==> config.mk <==
export PLATFORM = sky130hd
export DESIGN_NAME = seq_alu
export DESIGN_NICKNAME = d
export VERILOG_FILES = /design/src/rtl/seq_alu.sv
export SDC_FILE = /design/constraint.sdc
export NUM_CORES = 1
export LEC_CHECK = 0
export BUFFER_PORTS_ARGS = -buffer_cell sky130_fd_sc_hd__buf_2
export CAP_MARGIN = 40
export CORE_MARGIN = 2
export CORE_UTILIZATION = 25
export CTS_CLUSTER_DIAMETER = 120
export DETAILED_ROUTE_END_ITERATION = 12
export SLEW_MARGIN = 20
export SYNTH_ARGS = -nofsm -noshare
export SYNTH_HDL_FRONTEND = slang
export SYNTH_SLANG_ARGS = --single-unit
==> constraint.sdc <==
create_clock -name clk -period 10 [get_ports clk]
set_input_delay 0 -clock clk [delete_from_list [all_inputs] [get_ports clk]]
set_output_delay 0 -clock clk [all_outputs]
set_load 0.1 [all_outputs]
==> src/rtl/seq_alu.sv <==
// seq_alu: handshaked WIDTH-bit ALU with registered Result and NZCV flags.
// There are eight operations. All of them finish in one cycle except MUL,
// which can be built as an iterative shift-add multiplier.
// Optional feature macro: SEQ_ALU_MUL_EN
//   defined   : opcode 110 runs the multiplier for WIDTH cycles (busy is high meanwhile)
//   undefined : no multiplier; opcode 110 completes in 1 cycle with
//               Result=0 and ALUFlags=4'b0101, which marks it unsupported
module seq_alu #(
    parameter int WIDTH = 32,
    localparam int SHW = $clog2(WIDTH)
) (
    input  logic             clk,
    input  logic             reset_n,
    input  logic             in_valid,
    output logic             in_ready,
    input  logic [WIDTH-1:0] a,
    input  logic [WIDTH-1:0] b,
    input  logic [2:0]       ALUControl,
    output logic             out_valid,
    input  logic             out_ready,
    output logic [WIDTH-1:0] Result,
    output logic [3:0]       ALUFlags,
    output logic             busy
);

    localparam logic [2:0] OP_ADD = 3'b000;
    localparam logic [2:0] OP_SUB = 3'b001;
    localparam logic [2:0] OP_AND = 3'b010;
    localparam logic [2:0] OP_OR  = 3'b011;
    localparam logic [2:0] OP_XOR = 3'b100;
    localparam logic [2:0] OP_SLL = 3'b101;
    localparam logic [2:0] OP_MUL = 3'b110;
    localparam logic [2:0] OP_SRA = 3'b111;

`ifdef SEQ_ALU_MUL_EN
    typedef enum logic [1:0] {IDLE = 2'd0, MUL = 2'd1, HOLD = 2'd2} state_t;
`else
    typedef enum logic [1:0] {IDLE = 2'd0, HOLD = 2'd2} state_t;
`endif

    state_t state, next_state;

    logic             load_res;
    logic [WIDTH-1:0] res_nxt;
    logic [3:0]       flags_nxt;
    logic [WIDTH-1:0] alu_res;
    logic [3:0]       alu_flags;

    // Pack {N,Z,C,V} from a result and its carry/overflow terms.
    function automatic logic [3:0] pack_flags(input logic [WIDTH-1:0] r,
                                              input logic c, input logic v);
        return {r[WIDTH-1], (r == '0), c, v};
    endfunction

    // Single-cycle operations. Returns {flags, result}. Opcode 110 gives the
    // "unsupported" encoding (Result=0, Z=1, V=1). It is used only when the
    // multiplier is not built.
    function automatic logic [WIDTH+3:0] alu_eval(input logic [WIDTH-1:0] x,
                                                  input logic [WIDTH-1:0] y,
                                                  input logic [2:0]       op);
        logic [WIDTH:0]   sum;
        logic [WIDTH-1:0] res;
        logic [SHW-1:0]   sh;
        logic             sub;
        logic             c;
        logic             v;
        sub = (op == OP_SUB);
        sh  = y[SHW-1:0];
        sum = {1'b0, x} + {1'b0, (sub ? ~y : y)} + {{WIDTH{1'b0}}, sub};
        res = '0;
        c   = 1'b0;
        v   = 1'b0;
        case (op)
            OP_ADD, OP_SUB: begin
                res = sum[WIDTH-1:0];
                c   = sum[WIDTH];
                v   = ~(x[WIDTH-1] ^ y[WIDTH-1] ^ sub) & (x[WIDTH-1] ^ sum[WIDTH-1]);
            end
            OP_AND: res = x & y;
            OP_OR:  res = x | y;
            OP_XOR: res = x ^ y;
            OP_SLL: res = x << sh;
            OP_SRA: res = $signed(x) >>> sh;
            OP_MUL: v = 1'b1;
            default: res = '0;
        endcase
        return {pack_flags(res, c, v), res};
    endfunction

    assign {alu_flags, alu_res} = alu_eval(a, b, ALUControl);

`ifdef SEQ_ALU_MUL_EN
    logic [2*WIDTH-1:0] mcand;
    logic [2*WIDTH-1:0] acc;
    logic [2*WIDTH-1:0] acc_nxt;
    logic [WIDTH-1:0]   mplier;
    logic [SHW-1:0]     cnt;
    logic               mul_start;
    logic               mul_last;

    assign acc_nxt  = mplier[0] ? (acc + mcand) : acc;
    assign mul_last = (cnt == SHW'(WIDTH - 1));
    assign busy     = (state == MUL);

    // Shift-add multiplier, LSB of the multiplier first. There is no early-out.
    always_ff @(posedge clk) begin
        if (mul_start) begin
            mcand  <= {{WIDTH{1'b0}}, a};
            mplier <= b;
            acc    <= '0;
            cnt    <= '0;
        end else if (state == MUL) begin
            acc    <= acc_nxt;
            mcand  <= mcand << 1;
            mplier <= mplier >> 1;
            cnt    <= cnt + 1'b1;
        end
    end
`else
    assign busy = 1'b0;
`endif

    assign in_ready  = (state == IDLE);
    assign out_valid = (state == HOLD);

    // State register. Reset discards any operation in flight.
    always_ff @(posedge clk) begin
        if (!reset_n) state <= IDLE;
        else          state <= next_state;
    end

    // Next-state logic and the result-load selection.
    always_comb begin
        next_state = state;
        load_res   = 1'b0;
        res_nxt    = alu_res;
        flags_nxt  = alu_flags;
`ifdef SEQ_ALU_MUL_EN
        mul_start  = 1'b0;
`endif
        unique case (state)
            IDLE: begin
                if (in_valid) begin
`ifdef SEQ_ALU_MUL_EN
                    if (ALUControl == OP_MUL) begin
                        mul_start  = 1'b1;
                        next_state = MUL;
                    end else begin
                        load_res   = 1'b1;
                        next_state = HOLD;
                    end
`else
                    load_res   = 1'b1;
                    next_state = HOLD;
`endif
                end
            end
`ifdef SEQ_ALU_MUL_EN
            MUL: begin
                if (mul_last) begin
                    load_res   = 1'b1;
                    res_nxt    = acc_nxt[WIDTH-1:0];
                    flags_nxt  = pack_flags(acc_nxt[WIDTH-1:0], 1'b0,
                                            |acc_nxt[2*WIDTH-1:WIDTH]);
                    next_state = HOLD;
                end
            end
`endif
            HOLD: begin
                if (out_ready) next_state = IDLE;
            end
            default: next_state = IDLE;
        endcase
    end

    // Result/flag registers. They hold their value until the next completion.
    always_ff @(posedge clk) begin
        if (!reset_n) begin
            Result   <= '0;
            ALUFlags <= '0;
        end else if (load_res) begin
            Result   <= res_nxt;
            ALUFlags <= flags_nxt;
        end
    end

endmodule

== Word-level counts from Yosys, hierarchy flattened ==
Cells that the tools add are included.

* Output and inout port bits: 39
* Bits of input ports: 71
* Flip-flop bits (word level): 38
* Word-level logic and storage cells: 40

* $add $sub $neg: 2
* Equal/unequal tests: 10
* Reduce and logical (&&, ||, !) cells: 5
* Bitwise logic cells: 9
* Multiplexer cells: 9
* Shift-type cells: 2

{| class="wikitable"
|+ Operators by type and width
! kind !! number
|-
| case mux 32 bit (6 select lines) || 1
|-
| adder 32 x 32 -> 33 bit || 1
|-
| adder 33 x 1 -> 33 bit || 1
|-
| AND 32 bit || 1
|-
| logical NOT 32 bit || 1
|-
| 2-to-1 mux 32 bit || 1
|-
| inverter 32 bit || 1
|-
| bitwise OR 32 bit || 1
|-
| left shift 32 x 5 -> 32 bit || 1
|-
| >>> shifter 32 x 5 -> 32 bit || 1
|-
| XOR 32 bit || 1
|-
| equality test 3 bit, second input constant || 4
|-
| equality test 3 x 2 -> 1 bit, second input constant || 2
|-
| 2-to-1 mux 2 bit || 2
|-
| case mux 2 bit (2 select lines) || 1
|-
| equality test 3 x 1 -> 1 bit, second input constant || 1
|-
| logical NOT 3 bit || 1
|-
| 2-to-1 mux 1 bit || 3
|-
| XOR 1 bit || 3
|-
| equality test 2 bit, second input constant || 1
|-
| logical NOT 2 bit || 1
|-
| inequality test 2 x 1 -> 1 bit, second input constant || 1
|-
| inequality test 2 bit, second input constant || 1
|-
| case mux 1 bit (2 select lines) || 1
|-
| other kinds (4) || 4
|}

== Logic depth before layout (Yosys ltp) ==
* Depth in word-level cells: 7
* Depth in mapped cells: 19
* Gate-level depth less buffers: 13

== Least setup slack after synthesis ==
OpenSTA, ideal clock, no wires.

* Kind: input port to flip-flop
* Start point: input b[2]
* End point: register ALUFlags[2]
* Required time: 9.941 ns
* Path slack: 6.090 ns
* Cell stages on the path: 19
* Setup time: 0.059 ns
* Arrival: 3.852 ns
* Path buffers: 7
* Cell sequence: buf_4 > buf_4 > buf_4 > buf_4 > buf_2 > buf_4 > clkbuf_1 > xnor2_1 > ha_1 > a211oi_1 > o211ai_1 > a31oi_1 > o21bai_1 > xor2_1 > a211oi_1 > o2111ai_1 > nor4b_2 > and4_1 > a31o_1

* Cells in the longest elaborated chain, start to end: 6
* Elaborated cells on any way between the ends: 11
* Classes of those cells: add/sub: 2; shift: 2; mux: 2; bitwise: 4; reduce/logical: 1

{| class="wikitable"
|+ RTL lines
! element !! line !! text
|-
| from (decl) || 17 || <nowiki>input logic [WIDTH-1:0] b,</nowiki>
|-
| inverter 32 bit || 69 || <nowiki>sum = {1'b0, x} + {1'b0, (sub ? ~y : y)} + {{WIDTH{1'b0}}, sub};</nowiki>
|-
| 2-to-1 mux 32 bit || 69 ||
|-
| adder 32 x 32 -> 33 bit || 69 ||
|-
| adder 33 x 1 -> 33 bit || 69 ||
|-
| case mux 32 bit (6 select lines) (*) || 73 || <nowiki>case (op)</nowiki>
|-
| logical NOT 32 bit (*) || 52 || <nowiki>return {r[WIDTH-1], (r == '0), c, v};</nowiki>
|-
| to (signal assigned) || 183 || <nowiki>ALUFlags <= flags_nxt;</nowiki>
|-
| to (decl) || 22 || <nowiki>output logic [3:0] ALUFlags,</nowiki>
|}

Mark *: on every way between the ends. The rest lies on a longest branch, timed or not.
A chain may end at the register's enable or synchronous reset.

== Worst setup path after layout ==
* Start point: input ALUControl[0]
* End point: register ALUFlags[2]

* Cells in the longest elaborated chain, start to end: 6
* Elaborated cells on any way between the ends: 13
* Classes of those cells: add/sub: 2; eq/ne: 6; mux: 2; reduce/logical: 3

{| class="wikitable"
|+ RTL lines
! element !! line !! text
|-
| from (decl) || 18 || <nowiki>input logic [2:0] ALUControl,</nowiki>
|-
| equality test 3 x 1 -> 1 bit || 67, 73 ||
|-
| 2-to-1 mux 32 bit || 69 ||
|-
| adder 32 x 32 -> 33 bit || 69 ||
|-
| adder 33 x 1 -> 33 bit || 69 ||
|-
| case mux 32 bit (6 select lines) (*) || 73 ||
|-
| logical NOT 32 bit (*) || 52 ||
|}

Marks and branches as above.

==> impl_metrics.py <==
metrics = {
    "global_routing": {
        "grt_pass1_wl_mm": 69.2,
        "globalRouteMet1Util_pct": 30.4,
        "antenna_found_initial": 1,
        "busiest_layer": "met2",
        "grt_pass1_vias": 10400,
        "grt_start_max_net_pins": 61,
        "overflow": 0,
        "grt_use_total_pct": 22.3,
        "grt_use_met2_pct": 35.8,
        "use_met3_pct": 3.22,
    },
    "timing": {
        "setup-violations-final": 0,
        "fin_crit_ns": 4.21,
        "worst_pin_slew_ns": 0.864,
        "fmax_mhz": 238,
        "period_share_pct": 42.1,
        "slew_violations": 0,
        "skew_ns": 0.00631,
        "layout_setup_ws_ns": 5.79,
        "hold_ws_ns": 0.0116,
        "final_hold_viol_count": 0,
        "max-slew-margin-rel_pct": 40.9,
        "rsz0062_at_grt": "false",
        "timing.setup.tns_ns": 0,
    },
    "routing": {
        "postRouteAntennaNets": 0,
        "viasPerCell": 5.88,
        "remaining_drc_errors": 0,
        "drt_iter0_drc": 1365,
        "wl_per_cell_um": 25.5,
        "drtPass1Iterations": 6,
        "routed-via-count": 10800,
        "wirelength_mm": 46.8,
    },
    "logic_synthesis": {
        "yosys_most_used_dff": "dfxtp_1",
        "synth-seq-cells": 36,
        "syn_inst": 1290,
        "synth_edf_count": 0,
        "synth_area_per_cell_um2": 7.55,
        "async_flop_share_pct": 0,
        "syn_area_mm2": 0.00973,
        "ys_seq_area_share_pct": 7.40,
        "synth_warnings": 0,
        "syn-num-nets": 1462,
        "yosysUniqueCellTypes": 83,
    },
    "pwr": {
        "p_sw_mw": 0.562,
        "p_clk_share_pct": 14.8,
        "swShare_pct": 53.5,
        "internal-power_mw": 0.490,
        "p_comb_share_pct": 69.6,
        "p_leak_nw": 4.56,
        "p_seq_share_pct": 15.6,
        "pwr_density_cell_mw_per_mm2": 97.2,
        "max-vdd-ir-drop_mv": 0.0610,
    },
    "placement": {
        "port_buffers": 108,
        "place_area_mm2": 0.0106,
        "dpl.hpwl_mm": 36.1,
        "place_ws_ns": 5.60,
        "gp_congestion": 0.984,
    },
    "clocking": {
        "clock-sinks": 36,
        "root_buffer": "clkbuf_16",
        "ctsLongestPathBuffers": 2,
        "clkLatencyLatePin_ns": 0.28,
        "cts.clk_slew.worst_paths_ns": 0.06,
        "ctsHtreeMaxLevel": 2,
        "cts.repair.resized": 0,
        "cts_buffers": 5,
        "cts_tree": "yes",
    },
    "floorplanning": {
        "rows": 72,
        "die_h_um": 201,
        "die_area_mm2": 0.0405,
        "io_pins": 110,
        "die_w_um": 201,
        "start_util_pct": 25.2,
        "core_mm2": 0.0386,
    },
    "critical_path": {
        "path_common_cell": "and4_1",
        "startpoint_type": "input port",
        "crit_path_end_kind": "flip-flop",
        "worstPathRequired_ns": 10.22,
        "critical_path.cell_chain": "buf_2 -> or3b_2 -> buf_12 -> xnor2_1 -> ha_1 -> nand4_1 -> or2_2 -> o22ai_1 -> o21ai_0 -> a21oi_1 -> nor3_1 -> a211oi_1 -> and4_1 -> and4_1 -> a31o_1",
        "crit_type": "in -> reg",
        "crit_path_top_delay_cell": "or3b_2",
        "crit_arrival_ns": 4.43,
        "critPathMaxFanout": 22,
        "max_stage_delay_ns": 0.69,
    },
    "cells_and_area": {
        "final_nets": 1487,
        "syn_to_final_growth_pct": 11.1,
        "stdcell_area_mm2": 0.0108,
        "drive_above_1_share_pct": 17.6,
    },
    "run_status": {
        "status": "finished clean",
    },
    "worst_hold_path": {
        "hold_class": "in -> reg",
    },
    "job": {
        "cap_violations": 0,
    },
}
[what timing repair did]
item | CTS | global route
hold buffers | 1 | 0
setup buffers | 0 | 0
endpoints found under the hold margin | 1 | 0
endpoints found under the setup margin | 0 | 0
[cell type report]
type / count / area (µm²)
sequential: 36 / 721
tap: 518 / 648
timing repair buffer: 132 / 771
clock buffer: 8 / 146
antenna: 1 / 2.50
inverter: 76 / 285
fill: 4293 / 27700
multi-input combinational: 1064 / 8240
[flip-flops by register name, indices dropped and copies added (netlist names)]
register,count
Result,32
ALUFlags,3
state,1
[through the flow]
stage	instances	power [mW]	utilization, %
global route	1834	1.11	28.0
global placement	1817	0.877	27.4
floorplan	1290	0.675	-
detailed placement	1821	0.881	27.6
finish	1835	1.05	28.1
CTS	1830	1.04	28.0
[cells by family (layout without fill, tap and decap cells)]
kind of cell | Yosys count | in the layout | share of synthesized area (%)
other | 1 | 2 | 0.0385
AO/OA/AOI/OAI | 392 | 392 | 28.2
AND/OR/NAND/NOR | 377 | 377 | 17.7
XOR/XNOR | 52 | 52 | 4.82
flip-flops | 36 | 36 | 7.40
adder cells (fa/ha/maj) | 101 | 101 | 13.1
multiplexers | 141 | 141 | 20.6
buffers and inverters | 190 | 216 | 8.14
[synth_stat cells (all sizes together) (36+ instances only)]
master	instances	area, µm²
ha	100	1250
dfxtp	36	721
clkbuf	65	244
inv	75	282
mux4	45	1010
buf	49	263
xnor2	41	359
nor2	136	510
a211oi	50	375
nand2	115	432
o21ai	60	300
mux2i	71	711
a21oi	87	439
[critical path, delay by kind of cell]
kind	cells	cell delay, ns
AO/OA/AOI/OAI	5	1.48
AND/OR/NAND/NOR	6	1.72
adder cells (fa/ha/maj)	1	0.45
buffers and inverters	2	0.59
XOR/XNOR	1	0.14
[layer usage]
layer / wire [µm] / vias to the layer above
li1: - / 4878
met1: 20200 / 5255
met2: 21200 / 570
met3: 3550 / 95
met4: 1810 / 0
met5: 0 / -
[power by group through the flow]
| stage | sequential, mW | clock (mW) | combinational, mW |
|---|---|---|---|
| global route | 0.166 | 0.167 | 0.779 |
| floorplan | 0.260 | 0 | 0.415 |
| global placement | 0.167 | 0 | 0.710 |
| detailed placement | 0.167 | 0 | 0.714 |
| CTS | 0.164 | 0.157 | 0.717 |
| finish | 0.164 | 0.155 | 0.732 |
[path summary, 6_finish.rpt]
kind / from / to / slack [ns] / cells after the start
worst max-delay path: ALUControl[0] / ALUFlags[2] / 5.79 / 15
worst min-delay path: reset_n / ALUFlags[0] / 0.01 / 3
worst max register to register: state[1] / ALUFlags[2] / 6.94 / 10
worst min register to register: Result[23] / Result[23] / 0.46 / 2
[placed cells by master, fill, tap and decap left out, types with 18 or more instances in the layout]
master,synthesis,layout
nor2_1,136,135
nand2_1,115,115
buf_2,24,108
ha_1,100,100
a21oi_1,86,86
inv_1,73,73
mux2i_1,71,71
o21ai_0,59,59
a211oi_1,50,50
mux4_2,45,45
xnor2_1,41,41
dfxtp_1,36,36
o211ai_1,27,27
mux2_2,25,25
nor3_1,24,24
a221oi_1,19,19
buf_4,11,19
nand3_1,18,18
No activity file was read; power rests on OpenSTA's default activity.
